**src/rtl/uart_inport.sv**
```systemverilog
// uart_inport: 8N1 serial receiver feeding the CPU input port.
// Ports:
//   clk, reset        - datapath clock, async active-high reset
//   rx                - async serial line, idle high
//   ack               - pulse, clears word_valid/frame_err/overrun
//   inport_ext_input  - last completed little-endian 32-bit word
//   word_valid        - sticky, word completed since last ack
//   frame_err         - sticky, stop bit sampled low
//   overrun           - sticky, word completed while word_valid set
module uart_inport #(
   parameter int CLKS_PER_BIT = 217,
   parameter int REG_SIZE     = 32
) (
   input  logic                clk,
   input  logic                reset,
   input  logic                rx,
   input  logic                ack,
   output logic [REG_SIZE-1:0] inport_ext_input,
   output logic                word_valid,
   output logic                frame_err,
   output logic                overrun
);

   localparam int CW = $clog2(CLKS_PER_BIT);

   localparam logic [CW-1:0] CNT_LAST = CW'(CLKS_PER_BIT - 1);
   localparam logic [CW-1:0] CNT_HALF = CW'(CLKS_PER_BIT / 2);

   localparam logic [1:0] S_IDLE  = 2'd0;
   localparam logic [1:0] S_START = 2'd1;
   localparam logic [1:0] S_DATA  = 2'd2;
   localparam logic [1:0] S_STOP  = 2'd3;

   logic                sync1_q, sync1_d;
   logic                rxs_q, rxs_d;
   logic                rxs_dly_q, rxs_dly_d;
   logic [1:0]          state_q, state_d;
   logic [CW-1:0]       cnt_q, cnt_d;
   logic [2:0]          bit_idx_q, bit_idx_d;
   logic [1:0]          byte_cnt_q, byte_cnt_d;
   logic [REG_SIZE-1:0] shreg_q, shreg_d;
   logic [REG_SIZE-1:0] word_q, word_d;
   logic                word_valid_q, word_valid_d;
   logic                frame_err_q, frame_err_d;
   logic                overrun_q, overrun_d;

   logic                byte_ok;
   logic                stop_err;
   logic                word_done;

   always_comb begin
      sync1_d    = rx;
      rxs_d      = sync1_q;
      rxs_dly_d  = rxs_q;
      state_d    = state_q;
      cnt_d      = cnt_q + 1'b1;
      bit_idx_d  = bit_idx_q;
      byte_cnt_d = byte_cnt_q;
      shreg_d    = shreg_q;
      byte_ok    = 1'b0;
      stop_err   = 1'b0;

      unique case (state_q)
         S_IDLE: begin
            cnt_d = '0;
            // falling edge only; a line stuck low cannot retrigger
            if (rxs_dly_q && !rxs_q) begin
               state_d = S_START;
            end
         end
         S_START: begin
            if (cnt_q == CNT_HALF) begin
               cnt_d     = '0;
               bit_idx_d = 3'd0;
               state_d   = rxs_q ? S_IDLE : S_DATA;
            end
         end
         S_DATA: begin
            if (cnt_q == CNT_LAST) begin
               cnt_d = '0;
               shreg_d[{byte_cnt_q, bit_idx_q}] = rxs_q;
               bit_idx_d = bit_idx_q + 3'd1;
               if (bit_idx_q == 3'd7) begin
                  state_d = S_STOP;
               end
            end
         end
         S_STOP: begin
            if (cnt_q == CNT_LAST) begin
               cnt_d   = '0;
               state_d = S_IDLE;
               if (rxs_q) begin
                  byte_ok    = 1'b1;
                  byte_cnt_d = byte_cnt_q + 2'd1;
               end else begin
                  stop_err   = 1'b1;
               end
            end
         end
         default: begin
            cnt_d   = '0;
            state_d = S_IDLE;
         end
      endcase
   end

   assign word_done = byte_ok && (byte_cnt_q == 2'd3);

   // same-cycle sets take priority over ack clears
   always_comb begin
      word_d       = word_done ? shreg_q : word_q;
      word_valid_d = word_valid_q;
      frame_err_d  = frame_err_q;
      overrun_d    = overrun_q;
      if (ack) begin
         word_valid_d = 1'b0;
         frame_err_d  = 1'b0;
         overrun_d    = 1'b0;
      end
      if (word_done) begin
         word_valid_d = 1'b1;
         if (word_valid_q && !ack) begin
            overrun_d = 1'b1;
         end
      end
      if (stop_err) begin
         frame_err_d = 1'b1;
      end
   end

   always_ff @(posedge clk or posedge reset) begin
      if (reset) begin
         sync1_q      <= 1'b1;
         rxs_q        <= 1'b1;
         rxs_dly_q    <= 1'b1;
         state_q      <= S_IDLE;
         cnt_q        <= '0;
         bit_idx_q    <= 3'd0;
         byte_cnt_q   <= 2'd0;
         shreg_q      <= '0;
         word_q       <= '0;
         word_valid_q <= 1'b0;
         frame_err_q  <= 1'b0;
         overrun_q    <= 1'b0;
      end else begin
         sync1_q      <= sync1_d;
         rxs_q        <= rxs_d;
         rxs_dly_q    <= rxs_dly_d;
         state_q      <= state_d;
         cnt_q        <= cnt_d;
         bit_idx_q    <= bit_idx_d;
         byte_cnt_q   <= byte_cnt_d;
         shreg_q      <= shreg_d;
         word_q       <= word_d;
         word_valid_q <= word_valid_d;
         frame_err_q  <= frame_err_d;
         overrun_q    <= overrun_d;
      end
   end

   assign inport_ext_input = word_q;
   assign word_valid       = word_valid_q;
   assign frame_err        = frame_err_q;
   assign overrun          = overrun_q;

endmodule

```
**config.mk**
```make
export PLATFORM = sky130hd
export DESIGN_NAME = uart_inport
export DESIGN_NICKNAME = d
export VERILOG_FILES = /design/src/rtl/uart_inport.sv
export SDC_FILE = /design/constraint.sdc
export NUM_CORES = 1
export LEC_CHECK = 0
export ABC_AREA = 1
export CORE_ASPECT_RATIO = 0.5
export CORE_UTILIZATION = 55
export DETAILED_ROUTE_END_ITERATION = 8
export PLACE_DENSITY = 0.78
export SETUP_SLACK_MARGIN = 0.5
export SLEW_MARGIN = 20
export SYNTH_ARGS = -nofsm -noshare
export SYNTH_HDL_FRONTEND = slang
export SYNTH_SLANG_ARGS = --single-unit
```
**constraint.sdc**
```tcl
create_clock -name clk -period 3.2 [get_ports clk]
set_clock_uncertainty 0.2 [all_clocks]
set_input_delay 0.32 -clock clk [delete_from_list [all_inputs] [get_ports clk]]
set_output_delay 0.32 -clock clk [all_outputs]
set_load 0.01 [all_outputs]
```
==> flow_metrics.tcl <==
set metrics [dict create \
    status "finished clean" \
    ys_top_cells_by_area "dfrtp_1 54%, nand2_1 10%, inv_1 6.4%" \
    slew_violations 0 \
    cp.buffers_inverters 3 \
    vias 2731 \
    synth_edf_count 0 \
    cts_resized 0 \
    grt_first_pass_wirelength_microns 11400 \
    design_area_sq_um 4530 \
    area_delta_synth_final_pct 18.3 \
    period_share 0.683 \
    drc 0 \
    ys.flop_type "dfrtp_1" \
    critPathKind "reg -> reg" \
    cts_tree "done" \
    ff2ff_setup_slack_ns 1.02 \
    synth-async-reset-ratio 1.00 \
    detail_route.first_pass.iterations 4 \
    required_ns 3.25 \
    core_area_sq_um 6700 \
    cap_violations 0 \
    r2r.worst_path.cells 10 \
    crit_chain "inv_1 > ha_1 > nand2_1 > nor2_2 > nand2_4 > clkinv_2 > nand4_4 > buf_4 > nand2_1 > o21ai_1" \
    finalNetCount 474 \
    final_common_cell "nand2_1" \
    synthCells 421 \
    detail_route.wl_per_cell_microns 12.5 \
    critPathSlowestCell "buf_4" \
    die_x_microns 120 \
    power.density_nw_per_um2 491 \
    fill_cells 543 \
    synth_cell_types 29 \
    vias_per_cell 4.91 \
    min_period_ns 2.18 \
    hp-class "reg -> reg" \
    crit_path_end_kind "register" \
    gp_congestion 0.843 \
    clk_pin_slew_worst_paths_ns 0.06 \
    relSlewSlack 0.532 \
    grt_usage 0.212 \
    cts_buffer_depth 2 \
    yosys_warnings 0 \
    ios 39 \
    h-tree-depth 3 \
    hold_start "rxs_d" \
    crit_path_start_kind "register" \
    synth_seq_cells 85 \
    final_cell_mix "104 x nand2_1, 82 x dfrtp_1, 64 x inv_1, 42 x o21ai_1, 38 x clkdlybuf4s50_1" \
    whs_ns 0.154 \
    grt_pass1_vias 2494 \
    postRouteAntennaNets 0 \
    io_buffers 38 \
    clock-sinks 85 \
    grt_start_max_net_pins 67 \
    drive_gt1_frac 0.101 \
    rsz0062_at_grt "no" \
    finalPower_mw 2.22 \
    die-area_sq_um 7320 \
    hold_viol_final 0 \
    cts_inserted_buffers 9 \
    syn_area_sq_um 3830 \
    synth_nets 436 \
    cts_setup_buffers 0 \
    peakVddDrop_mv 0.333 \
    dpl-instance-area_sq_um 4260 \
    arrival_ns 2.24 \
    syn_area_per_cell_sq_um 9.09 \
    cp_max_fo 66 \
    worstMarginPinSlew_ns 0.702 \
    synth.top_cell.area_share 0.536 \
    max_freq_mhz 458 \
    antennaDiodeCount 0 \
    initial_utilization 0.571 \
    min_delay_worst_endpoint "rxs_dly_d" \
    worst_r2r_endpoint "inport_ext_input[24]" \
    insertion_delay_ns 0.34 \
    finalSetupViolCount 0 \
    die_h_microns 61.0 \
    wl_microns 6960 \
    dpl.hpwl_microns 4710 \
    overflow 0 \
    worstHoldPathCells 0 \
    num_rows 21 \
    antenna_found_initial 0 \
    crit_family "buffers and inverters" \
    fin_setup_tns_ns 0 \
    ctsHoldBuffers 0 \
    ys_seq_area_frac 0.557 \
    max_stage_delay_ns 0.53 \
    r2r_start "cnt_q[0]" \
    power.leakage_nw 2.02 \
    root_buffer "clkbuf_16" \
    cpMostUsedCell "nand2_1" \
    synth_top_area_cell "dfrtp_1" \
    drt_iter0_drc 170 \
]
## cells by family (layout without fill, tap and decap cells)
logic type | count (synthesis) | after routing | share of synthesized area
AO/OA/AOI/OAI | 77 | 77 | 0.115
XOR/XNOR | 4 | 4 | 0.00915
adder cells (fa/ha/maj) | 11 | 11 | 0.0360
buffers and inverters | 83 | 126 | 0.0961
flip-flops | 85 | 85 | 0.557
AND/OR/NAND/NOR | 161 | 161 | 0.187
## report_power, final
| group | total (mW) | switching, mW | internal [mW] |
|---|---|---|---|
| Combinational | 0.157 | 0.102 | 0.0543 |
| Sequential | 1.13 | 0.0286 | 1.10 |
| Clock | 0.935 | 0.408 | 0.527 |
## cell usage after synthesis (4+ instances only)
cell,instances
clkbuf_1,6
ha_1,11
o21ai_0,16
o21ai_1,42
nand2_1,104
nand3_1,29
dfrtp_1,82
buf_6,7
a21oi_1,4
nor2_1,17
o21ai_2,14
inv_1,65
## state kept, by name, summed over array words and instances (netlist names), named ones only
signal,flops
shreg_q,32
word_valid,1
rxs_dly_d,1
inport_ext_input,32
overrun,1
rxs_d,1
byte_cnt_q,2
bit_idx_q,3
cnt_q,8
frame_err,1
rxs_dly_q,1
state_q,1
## per-stage QoR
stage | worst slack (ns) | utilization | cells
floorplan | 1.46 | - | 421
global placement | 1.12 | 0.635 | 540
detailed placement | 1.05 | 0.635 | 540
CTS | 1.01 | 0.676 | 556
global route | 0.846 | 0.676 | 556
finish | 1.02 | 0.676 | 556
## area by class of cell
class                           count  area (sq um)  area share
Multi-Input combinational cell    253          1330       0.293
Sequential cell                    85          2130       0.471
Timing Repair Buffer               42           423      0.0934
Clock inverter                      5          37.5     0.00829
Inverter                           68           260      0.0575
Clock buffer                       11           233      0.0514
Tap cell                           92           115      0.0254
## worst max-delay path by stage
stage | to | depth (start not counted) | slack, ns | start
global placement | inport_ext_input[14] | 10 | 1.12 | cnt_q[0]
detailed placement | overrun | 9 | 1.05 | cnt_q[0]
global route | inport_ext_input[12] | 10 | 0.85 | cnt_q[0]
finish | inport_ext_input[24] | 10 | 1.02 | cnt_q[0]
floorplan | inport_ext_input[10] | 11 | 1.46 | cnt_q[0]
CTS | inport_ext_input[24] | 10 | 1.01 | cnt_q[0]
## worst reg2reg max path: stages (launching register included)
cell	delay (ns)
dfrtp_1	0.39
inv_1	0.06
ha_1	0.21
nand2_1	0.07
nor2_2	0.06
nand2_4	0.10
clkinv_2	0.10
nand4_4	0.06
buf_4	0.53
nand2_1	0.19
o21ai_1	0.12
## metal layers
metal / share of wire / routed length, microns / vias up / global-route usage
met5: 0 / 0 / - / 0
met4: 0.013 / 89 / 0 / 0.0804
met3: 0.047 / 327 / 10 / 0.0620
met2: 0.43 / 3020 / 59 / 0.342
met1: 0.51 / 3520 / 1267 / 0.277
li1: - / - / 1395 / -
Power figures use the tool's default switching activity.
